--- src/rtl/sysgen_pkg.sv ---
// Shared widths, FSM encoding and response record for the sysgen arbiter.
package sysgen_pkg;

  localparam int A_W    = 16;
  localparam int B_W    = 16;
  localparam int OP_W   = 4;
  localparam int MODE_W = 1;
  localparam int DOUT_W = 25;

  typedef enum logic [1:0] {
    ST_IDLE  = 2'd0,
    ST_RUN   = 2'd1,
    ST_DRAIN = 2'd2
  } state_e;

  typedef struct packed {
    logic              id;
    logic              flag2;
    logic              flag1;
    logic [DOUT_W-1:0] data;
  } rsp_t;

  localparam int RSP_W = $bits(rsp_t);

endpackage

--- src/rtl/sysgen_arb_if.sv ---
// Request, datapath and response signals between the arbiter and its environment.
interface sysgen_arb_if;
  import sysgen_pkg::*;

  logic              enable;
  logic              cfg_prio;
  logic              req0_valid;
  logic              req0_ready;
  logic [A_W-1:0]    req0_a;
  logic [B_W-1:0]    req0_b;
  logic [OP_W-1:0]   req0_op;
  logic [MODE_W-1:0] req0_mode;
  logic              req1_valid;
  logic              req1_ready;
  logic [A_W-1:0]    req1_a;
  logic [B_W-1:0]    req1_b;
  logic [OP_W-1:0]   req1_op;
  logic [MODE_W-1:0] req1_mode;
  logic [A_W-1:0]    dp_data_in;
  logic [B_W-1:0]    dp_data_in2;
  logic [OP_W-1:0]   dp_data_in1;
  logic [MODE_W-1:0] dp_data_in3;
  logic [DOUT_W-1:0] dp_data_out;
  logic              dp_data_out1;
  logic              dp_data_out2;
  logic              rsp_valid;
  logic              rsp_ready;
  logic              rsp_id;
  logic [DOUT_W-1:0] rsp_data;
  logic              rsp_flag1;
  logic              rsp_flag2;
  logic              busy;
  logic [1:0]        state;

  modport slave (
    input  enable, cfg_prio,
    input  req0_valid, req0_a, req0_b, req0_op, req0_mode,
    input  req1_valid, req1_a, req1_b, req1_op, req1_mode,
    input  dp_data_out, dp_data_out1, dp_data_out2, rsp_ready,
    output req0_ready, req1_ready,
    output dp_data_in, dp_data_in2, dp_data_in1, dp_data_in3,
    output rsp_valid, rsp_id, rsp_data, rsp_flag1, rsp_flag2, busy, state
  );

  modport master (
    output enable, cfg_prio,
    output req0_valid, req0_a, req0_b, req0_op, req0_mode,
    output req1_valid, req1_a, req1_b, req1_op, req1_mode,
    output dp_data_out, dp_data_out1, dp_data_out2, rsp_ready,
    input  req0_ready, req1_ready,
    input  dp_data_in, dp_data_in2, dp_data_in1, dp_data_in3,
    input  rsp_valid, rsp_id, rsp_data, rsp_flag1, rsp_flag2, busy, state
  );

endinterface

--- src/rtl/sysgen_rsp_fifo.sv ---
// Synchronous response FIFO; head is visible combinationally on o_rdata.
module sysgen_rsp_fifo #(
  parameter int DEPTH = 8,
  parameter int WIDTH = 28
) (
  input  logic                       clk,
  input  logic                       rst_n,
  input  logic                       i_push,
  input  logic [WIDTH-1:0]           i_wdata,
  input  logic                       i_pop,
  output logic [WIDTH-1:0]           o_rdata,
  output logic                       o_empty,
  output logic [$clog2(DEPTH+1)-1:0] o_count
);

  localparam int AW = (DEPTH > 1) ? $clog2(DEPTH) : 1;
  localparam int CW = $clog2(DEPTH + 1);

  logic [WIDTH-1:0] r_mem [DEPTH];
  logic [AW-1:0]    r_wptr;
  logic [AW-1:0]    r_rptr;
  logic [CW-1:0]    r_count;
  logic             w_push;
  logic             w_pop;

  function automatic logic [AW-1:0] ptr_next(input logic [AW-1:0] p);
    return (p == AW'(DEPTH - 1)) ? '0 : p + AW'(1);
  endfunction

  assign w_push  = i_push & (r_count != CW'(DEPTH));
  assign w_pop   = i_pop & (r_count != '0);
  assign o_empty = (r_count == '0);
  assign o_count = r_count;
  assign o_rdata = r_mem[r_rptr];

  // NOTE: storage is left unreset; occupancy lives in r_count, so stale words are never presented as valid.
  always_ff @(posedge clk) begin
    if (w_push) r_mem[r_wptr] <= i_wdata;
  end

  always_ff @(posedge clk or negedge rst_n) begin
    if (!rst_n) begin
      r_wptr  <= '0;
      r_rptr  <= '0;
      r_count <= '0;
    end else begin
      if (w_push) r_wptr <= ptr_next(r_wptr);
      if (w_pop)  r_rptr <= ptr_next(r_rptr);
      case ({w_push, w_pop})
        2'b10:   r_count <= r_count + CW'(1);
        2'b01:   r_count <= r_count - CW'(1);
        default: r_count <= r_count;
      endcase
    end
  end

endmodule

--- src/rtl/sysgen_arb.sv ---
// Two-requester arbiter feeding a fixed-latency datapath; results return in order through a credit-checked FIFO.
module sysgen_arb
  import sysgen_pkg::*;
#(
  parameter int LATENCY   = 4,
  parameter int RSP_DEPTH = 8
) (
  input  logic         clk,
  input  logic         resetn,
  sysgen_arb_if.slave  bus
);

  localparam int IF_W  = $clog2(LATENCY + 1);
  localparam int CNT_W = $clog2(RSP_DEPTH + 1);
  localparam int SUM_W = CNT_W + 1;

  state_e            r_state;
  logic              r_last;
  logic [LATENCY-1:0] r_vld;
  logic [LATENCY-1:0] r_id;
  logic [IF_W-1:0]   r_inflight;
  logic [A_W-1:0]    r_dp_a;
  logic [B_W-1:0]    r_dp_b;
  logic [OP_W-1:0]   r_dp_op;
  logic [MODE_W-1:0] r_dp_mode;

  logic              w_run;
  logic              w_credit;
  logic              w_pick0;
  logic              w_pick1;
  logic              w_rdy0;
  logic              w_rdy1;
  logic              w_acc;
  logic              w_tail;
  logic              w_pop;
  logic              w_fifo_empty;
  logic [CNT_W-1:0]  w_fifo_cnt;
  logic [SUM_W-1:0]  w_used;
  rsp_t              w_push_data;
  rsp_t              w_head;
  rsp_t              w_rsp;

  // Every accepted op already owns a FIFO slot, whether still in flight or queued.
  assign w_used   = SUM_W'(r_inflight) + SUM_W'(w_fifo_cnt);
  assign w_credit = (w_used < SUM_W'(RSP_DEPTH));
  assign w_run    = (r_state == ST_RUN) & bus.enable;

  // r_last names the requester granted most recently; a tie goes to the other one.
  assign w_pick0 = bus.req0_valid & (bus.cfg_prio | ~bus.req1_valid | r_last);
  assign w_pick1 = bus.req1_valid & ~w_pick0;
  assign w_rdy0  = w_run & w_credit & w_pick0;
  assign w_rdy1  = w_run & w_credit & w_pick1;
  assign w_acc   = w_rdy0 | w_rdy1;
  assign w_tail  = r_vld[LATENCY-1];

  assign bus.req0_ready = w_rdy0;
  assign bus.req1_ready = w_rdy1;

  // NOTE: state is written with <= so every register samples pre-edge values, independent of block order.
  always_ff @(posedge clk or negedge resetn) begin
    if (!resetn) begin
      r_state <= ST_IDLE;
    end else begin
      case (r_state)
        ST_IDLE:  if (bus.enable) r_state <= ST_RUN;
        ST_RUN:   if (!bus.enable) r_state <= ST_DRAIN;
        ST_DRAIN: begin
          if (bus.enable)                               r_state <= ST_RUN;
          else if ((r_inflight == '0) && w_fifo_empty)  r_state <= ST_IDLE;
        end
        default:  r_state <= ST_IDLE;
      endcase
    end
  end

  always_ff @(posedge clk or negedge resetn) begin
    if (!resetn) begin
      r_last     <= 1'b1;
      r_dp_a     <= '0;
      r_dp_b     <= '0;
      r_dp_op    <= '0;
      r_dp_mode  <= '0;
      r_vld      <= '0;
      r_id       <= '0;
      r_inflight <= '0;
    end else begin
      if (w_acc) begin
        r_last    <= w_rdy1;
        r_dp_a    <= w_rdy1 ? bus.req1_a    : bus.req0_a;
        r_dp_b    <= w_rdy1 ? bus.req1_b    : bus.req0_b;
        r_dp_op   <= w_rdy1 ? bus.req1_op   : bus.req0_op;
        r_dp_mode <= w_rdy1 ? bus.req1_mode : bus.req0_mode;
      end
      r_vld[0] <= w_acc;
      r_id[0]  <= w_rdy1;
      for (int i = 1; i < LATENCY; i++) begin
        r_vld[i] <= r_vld[i-1];
        r_id[i]  <= r_id[i-1];
      end
      case ({w_acc, w_tail})
        2'b10:   r_inflight <= r_inflight + IF_W'(1);
        2'b01:   r_inflight <= r_inflight - IF_W'(1);
        default: r_inflight <= r_inflight;
      endcase
    end
  end

  assign bus.dp_data_in  = r_dp_a;
  assign bus.dp_data_in2 = r_dp_b;
  assign bus.dp_data_in1 = r_dp_op;
  assign bus.dp_data_in3 = r_dp_mode;

  assign w_push_data = '{id:    r_id[LATENCY-1],
                         flag2: bus.dp_data_out2,
                         flag1: bus.dp_data_out1,
                         data:  bus.dp_data_out};

  sysgen_rsp_fifo #(
    .DEPTH (RSP_DEPTH),
    .WIDTH (RSP_W)
  ) u_fifo (
    .clk     (clk),
    .rst_n   (resetn),
    .i_push  (w_tail),
    .i_wdata (w_push_data),
    .i_pop   (w_pop),
    .o_rdata (w_head),
    .o_empty (w_fifo_empty),
    .o_count (w_fifo_cnt)
  );

  // Head is masked while empty so the unreset storage never reaches the outputs.
  assign w_rsp         = w_fifo_empty ? '0 : w_head;
  assign w_pop         = ~w_fifo_empty & bus.rsp_ready;
  assign bus.rsp_valid = ~w_fifo_empty;
  assign bus.rsp_id    = w_rsp.id;
  assign bus.rsp_data  = w_rsp.data;
  assign bus.rsp_flag1 = w_rsp.flag1;
  assign bus.rsp_flag2 = w_rsp.flag2;
  assign bus.busy      = (r_state != ST_IDLE) | (r_inflight != '0) | ~w_fifo_empty;
  assign bus.state     = r_state;

endmodule
--- src/flat_wrapper.sv ---
// flat-port wrapper written by rule: the top's interface ports become plain ports
module sysgen_arb_flat import sysgen_pkg::*;
#(
  parameter int LATENCY   = 4,
  parameter int RSP_DEPTH = 8
)
  (clk, resetn, bus_enable, bus_cfg_prio, bus_req0_valid, bus_req0_a, bus_req0_b, bus_req0_op, bus_req0_mode, bus_req1_valid, bus_req1_a, bus_req1_b, bus_req1_op, bus_req1_mode, bus_dp_data_out, bus_dp_data_out1, bus_dp_data_out2, bus_rsp_ready, bus_req0_ready, bus_req1_ready, bus_dp_data_in, bus_dp_data_in2, bus_dp_data_in1, bus_dp_data_in3, bus_rsp_valid, bus_rsp_id, bus_rsp_data, bus_rsp_flag1, bus_rsp_flag2, bus_busy, bus_state);
  sysgen_arb_if bus_i ();
  input  logic clk;
  input  logic resetn;
  input wire logic [$bits(bus_i.enable)-1:0] bus_enable;
  input wire logic [$bits(bus_i.cfg_prio)-1:0] bus_cfg_prio;
  input wire logic [$bits(bus_i.req0_valid)-1:0] bus_req0_valid;
  input wire logic [$bits(bus_i.req0_a)-1:0] bus_req0_a;
  input wire logic [$bits(bus_i.req0_b)-1:0] bus_req0_b;
  input wire logic [$bits(bus_i.req0_op)-1:0] bus_req0_op;
  input wire logic [$bits(bus_i.req0_mode)-1:0] bus_req0_mode;
  input wire logic [$bits(bus_i.req1_valid)-1:0] bus_req1_valid;
  input wire logic [$bits(bus_i.req1_a)-1:0] bus_req1_a;
  input wire logic [$bits(bus_i.req1_b)-1:0] bus_req1_b;
  input wire logic [$bits(bus_i.req1_op)-1:0] bus_req1_op;
  input wire logic [$bits(bus_i.req1_mode)-1:0] bus_req1_mode;
  input wire logic [$bits(bus_i.dp_data_out)-1:0] bus_dp_data_out;
  input wire logic [$bits(bus_i.dp_data_out1)-1:0] bus_dp_data_out1;
  input wire logic [$bits(bus_i.dp_data_out2)-1:0] bus_dp_data_out2;
  input wire logic [$bits(bus_i.rsp_ready)-1:0] bus_rsp_ready;
  output wire logic [$bits(bus_i.req0_ready)-1:0] bus_req0_ready;
  output wire logic [$bits(bus_i.req1_ready)-1:0] bus_req1_ready;
  output wire logic [$bits(bus_i.dp_data_in)-1:0] bus_dp_data_in;
  output wire logic [$bits(bus_i.dp_data_in2)-1:0] bus_dp_data_in2;
  output wire logic [$bits(bus_i.dp_data_in1)-1:0] bus_dp_data_in1;
  output wire logic [$bits(bus_i.dp_data_in3)-1:0] bus_dp_data_in3;
  output wire logic [$bits(bus_i.rsp_valid)-1:0] bus_rsp_valid;
  output wire logic [$bits(bus_i.rsp_id)-1:0] bus_rsp_id;
  output wire logic [$bits(bus_i.rsp_data)-1:0] bus_rsp_data;
  output wire logic [$bits(bus_i.rsp_flag1)-1:0] bus_rsp_flag1;
  output wire logic [$bits(bus_i.rsp_flag2)-1:0] bus_rsp_flag2;
  output wire logic [$bits(bus_i.busy)-1:0] bus_busy;
  output wire logic [$bits(bus_i.state)-1:0] bus_state;
  assign bus_i.enable = bus_enable;
  assign bus_i.cfg_prio = bus_cfg_prio;
  assign bus_i.req0_valid = bus_req0_valid;
  assign bus_i.req0_a = bus_req0_a;
  assign bus_i.req0_b = bus_req0_b;
  assign bus_i.req0_op = bus_req0_op;
  assign bus_i.req0_mode = bus_req0_mode;
  assign bus_i.req1_valid = bus_req1_valid;
  assign bus_i.req1_a = bus_req1_a;
  assign bus_i.req1_b = bus_req1_b;
  assign bus_i.req1_op = bus_req1_op;
  assign bus_i.req1_mode = bus_req1_mode;
  assign bus_i.dp_data_out = bus_dp_data_out;
  assign bus_i.dp_data_out1 = bus_dp_data_out1;
  assign bus_i.dp_data_out2 = bus_dp_data_out2;
  assign bus_i.rsp_ready = bus_rsp_ready;
  assign bus_req0_ready = bus_i.req0_ready;
  assign bus_req1_ready = bus_i.req1_ready;
  assign bus_dp_data_in = bus_i.dp_data_in;
  assign bus_dp_data_in2 = bus_i.dp_data_in2;
  assign bus_dp_data_in1 = bus_i.dp_data_in1;
  assign bus_dp_data_in3 = bus_i.dp_data_in3;
  assign bus_rsp_valid = bus_i.rsp_valid;
  assign bus_rsp_id = bus_i.rsp_id;
  assign bus_rsp_data = bus_i.rsp_data;
  assign bus_rsp_flag1 = bus_i.rsp_flag1;
  assign bus_rsp_flag2 = bus_i.rsp_flag2;
  assign bus_busy = bus_i.busy;
  assign bus_state = bus_i.state;
  sysgen_arb #(.LATENCY(LATENCY), .RSP_DEPTH(RSP_DEPTH)) u_core (.clk(clk), .resetn(resetn), .bus(bus_i));
endmodule
--- config.mk ---
export PLATFORM = sky130hd
export DESIGN_NAME = sysgen_arb_flat
export DESIGN_NICKNAME = d
export VERILOG_FILES = /design/src/rtl/sysgen_pkg.sv /design/src/rtl/sysgen_arb_if.sv /design/src/rtl/sysgen_rsp_fifo.sv /design/src/rtl/sysgen_arb.sv /design/src/flat_wrapper.sv
export SDC_FILE = /design/constraint.sdc
export NUM_CORES = 1
export LEC_CHECK = 0
export CAP_MARGIN = 20
export CORE_UTILIZATION = 40
export CTS_BUF_LIST = sky130_fd_sc_hd__clkbuf_16
export DETAILED_ROUTE_END_ITERATION = 10
export GPL_TIMING_DRIVEN = 0
export PLACE_DENSITY = 0.62
export SLEW_MARGIN = 20
export SYNTH_ARGS = -nofsm -noshare
export SYNTH_HDL_FRONTEND = slang
export SYNTH_SLANG_ARGS = --single-unit
--- constraint.sdc ---
create_clock -name clk -period 3.8 [get_ports clk]
set_input_delay 1.14 -clock clk [delete_from_list [all_inputs] [get_ports clk]]
set_output_delay 1.14 -clock clk [all_outputs]
set_load 0.02 [all_outputs]
==> impl_metrics.py <==
metrics = {
    "synth": {
        "synth_top_area_cell": "edfxtp_1",
        "synth.net_count": 677,
        "synth_warnings": 0,
        "ys_top_cells_by_count": "edfxtp_1, mux2_2, dfrtp_1, mux4_2, a22o_1",
        "synthFlopType": "edfxtp_1",
        "synth_area_mm2": 0.0113,
        "yosysMostFrequentCell": "edfxtp_1",
        "ys_top_cells_by_area": "edfxtp_1, dfrtp_1, mux4_2",
        "synth_top_area_share": 0.593,
        "async_flop_share": 0.214,
        "synth_cell_types": 40,
        "ys_ff_latch": 285,
        "syn_area_per_cell_um2": 20.4,
        "synth-edff-count": 224,
        "synth-seq-area-share": 0.728,
        "synth_cells": 557,
    },
    "critical_path": {
        "slowest_stage": "or4_4",
        "cp.arrival_ps": 2590,
        "r2r-end": "u_core.r_inflight[2]$_DFFE_PN0P_",
        "required_ps": 2660,
        "rr_worst_depth": 13,
        "rr_startpoint": "u_core.u_fifo.o_count[1]$_DFFE_PN0P_",
        "crit_type": "flop to output port",
        "worst-path-stages": 6,
        "r2r_slack_ps": 990,
        "crit_path_end_kind": "output port",
        "critPathTopFamily": "simple AND/OR/NAND/NOR gates",
        "startpoint_type": "flop",
        "slowest_delay_ps": 590,
        "worst-path-buf-inv": 3,
        "crit_chain": "or4_4, nor2b_1, buf_4, clkbuf_8, a22o_1, dlygate4sd2_1",
        "critPathMaxFanout": 10,
    },
    "min_path": {
        "min_path_cells": 0,
        "hold_path.class": "flop to flop",
        "hold_start": "u_core.r_vld[0]$_DFF_PN0_",
        "worstHoldEndpoint": "u_core.r_vld[1]$_DFF_PN0_",
    },
    "routing": {
        "drc": 0,
        "wl_met2_mm": 12.6,
        "drt-met1-wl_mm": 10.1,
        "drt_wl_total_mm": 25.4,
        "dr.max_layer_used": "met5",
        "antenna_left": 0,
        "dr.pass1.iters": 4,
        "vias": 6140,
        "viasPerCell": 5.14,
        "drt_iter0_drc": 371,
        "wl_met3_mm": 2.27,
        "routedWlPerCell_um": 21.2,
    },
    "floorplan": {
        "num_io_pins": 179,
        "coreArea_mm2": 0.0279,
        "die_h_um": 170,
        "row_count": 61,
        "die-area_mm2": 0.0290,
        "die_w_um": 170,
        "start_util": 0.407,
    },
    "timing": {
        "drv_slew": 0,
        "slew_headroom": 0.466,
        "finalHoldViolations": 0,
        "finClkSkew_ps": 6.43,
        "period_share": 0.982,
        "rsz0062_at_grt": "no",
        "finalCriticalPeriod_ps": 3730,
        "worst_pin_slew_ps": 801,
        "fin_setup_tns_ps": 0,
        "hold_ws_ps": 348,
        "setup_viol": 0,
        "fmax_mhz": 268,
    },
    "clocking": {
        "ctsHoldBuffers": 0,
        "cts.clk_slew.worst_paths_ps": 60,
        "numCtsBuffers": 30,
        "cts_tree": "done",
        "clock_latency_ps": 540,
        "clkSinkCount": 285,
        "clock_path_buffers": 3,
        "cts-root-buf": "clkbuf_16",
        "htreeDepth": 1,
    },
    "global_route": {
        "grt_pass1_vias": 6828,
        "gr-total-overflow": 0,
        "antenna_found_initial": 2,
        "grt_pass1_wl_mm": 38.9,
        "grt_usage": 0.180,
        "grt_max_degree": 52,
    },
    "power": {
        "p_leak_nw": 5.33,
        "power.density_mw_per_mm2": 714,
        "ir_drop_mv": 0.426,
    },
    "layout": {
        "nets": 912,
        "n_antenna_cell": 0,
        "area_growth_pct": 32.2,
        "final_util": 0.538,
        "drive_gt1_frac": 0.305,
        "fillCellCount": 2193,
    },
    "placed_design": {
        "port_buffers": 178,
        "dp_hpwl_mm": 17.2,
        "gp_congestion": 0.802,
    },
    "job": {
        "maxCapViolations": 0,
    },
    "outcome": {
        "status": "finished, final reports clean",
    },
}
==> routing by layer <==
layer  up-vias  global-route usage
met3        30              0.0481
met1      3132               0.229
met4         4              0.0403
met5         -                   0
li1       2725                   -
met2       249               0.307
==> how the worst max path moves through the flow <==
stage                                           end                                 start  slack (ps)
2_1_floorplan   u_core.u_fifo.r_mem[1][0]$_DFFE_PP_  u_core.u_fifo.o_count[3]$_DFFE_PN0P_         570
3_3_place_gp   u_core.u_fifo.r_mem[6][10]$_DFFE_PP_  u_core.u_fifo.o_count[3]$_DFFE_PN0P_       -1640
3_5_place_dp                         bus_req1_ready                            bus_enable        -340
4_1_cts                            bus_rsp_data[15]  u_core.u_fifo.o_count[0]$_DFFE_PN0P_          -2
5_1_grt                             bus_rsp_data[7]  u_core.u_fifo.o_count[3]$_DFFE_PN0P_           9
6_report                           bus_rsp_data[18]  u_core.u_fifo.o_count[3]$_DFFE_PN0P_          70
==> area by class of cell <==
cell class,instances,area [um^2],share of cell area
Inverter,10,37.5,0.00251
Multi-Input combinational cell,235,2980,0.199
Timing Repair Buffer,204,2050,0.137
Buffer,26,196,0.0131
Tap cell,378,473,0.0316
Clock buffer,31,776,0.0518
Clock inverter,25,216,0.0144
Sequential cell,285,8260,0.551
==> stage by stage <==
stage | area [um^2] | setup WS (ps) | std cells | power [W]
after CTS | 15000 | -2.28 | 1192 | 0.0108
after global routing | 15000 | 9.48 | 1194 | 0.0112
after floorplan | 11300 | 573 | 557 | 0.00625
after global placement | 13600 | -1640 | 1113 | 0.00779
final | 15000 | 69.3 | 1194 | 0.0107
after detailed placement | 13900 | -338 | 1136 | 0.00791
==> power by group <==
group / internal (W) / total, W / switching, W
Sequential: 0.00371 / 0.00395 / 0.000244
Combinational: 0.00193 / 0.00384 / 0.00191
Clock: 0.00174 / 0.00290 / 0.00116
Total: 0.00738 / 0.0107 / 0.00331
==> kinds of logic after synthesis <==
kind of cell / after synthesis / synth area share
adders and majority gates: 12 / 0.0146
DFF: 285 / 0.728
buffers and inverters: 37 / 0.0146
AOI/OAI and AO/OA: 43 / 0.0298
and+or+nand+nor: 40 / 0.0198
muxes: 134 / 0.189
xor gates and xnor gates: 6 / 0.00464
==> flip-flops by register name, summed over array words and instances (netlist names) <==
name and cells:
u_core.bus.dp_data_in3 1, u_core.r_vld 4, u_core.u_fifo.r_rptr 3, u_core.bus.dp_data_in1 4, u_core.bus.dp_data_in 16, u_core.r_last 1, u_core.u_fifo.o_count 4, u_core.bus.dp_data_in2 16
u_core.u_fifo.r_wptr 3, u_core.r_id 4, u_core.r_inflight 3, u_core.bus.state 2, u_core.u_fifo.r_mem 224
==> placed cells by master, fill, tap and decap left out, types with 9 or more instances in the layout <==
| master | n |
|---|---|
| dlygate4sd2_1 | 9 |
| buf_6 | 13 |
| clkdlybuf4s50_1 | 146 |
| clkdlybuf4s15_2 | 10 |
| buf_4 | 22 |
| clkinv_1 | 10 |
| edfxtp_1 | 224 |
| mux4_2 | 56 |
| dfrtp_1 | 59 |
| inv_1 | 16 |
| a22o_1 | 28 |
| mux2_2 | 76 |
| ha_1 | 10 |
| clkbuf_16 | 31 |
==> timing repair <==
action / in CTS / in global routing
hold endpoints to repair: 0 / 0
resized for setup: 89 / 11
setup endpoints to repair: 31 / 21
setup buffers: 1 / 2
pin swaps: 0 / 2
(Power assumes the default switching activity.)
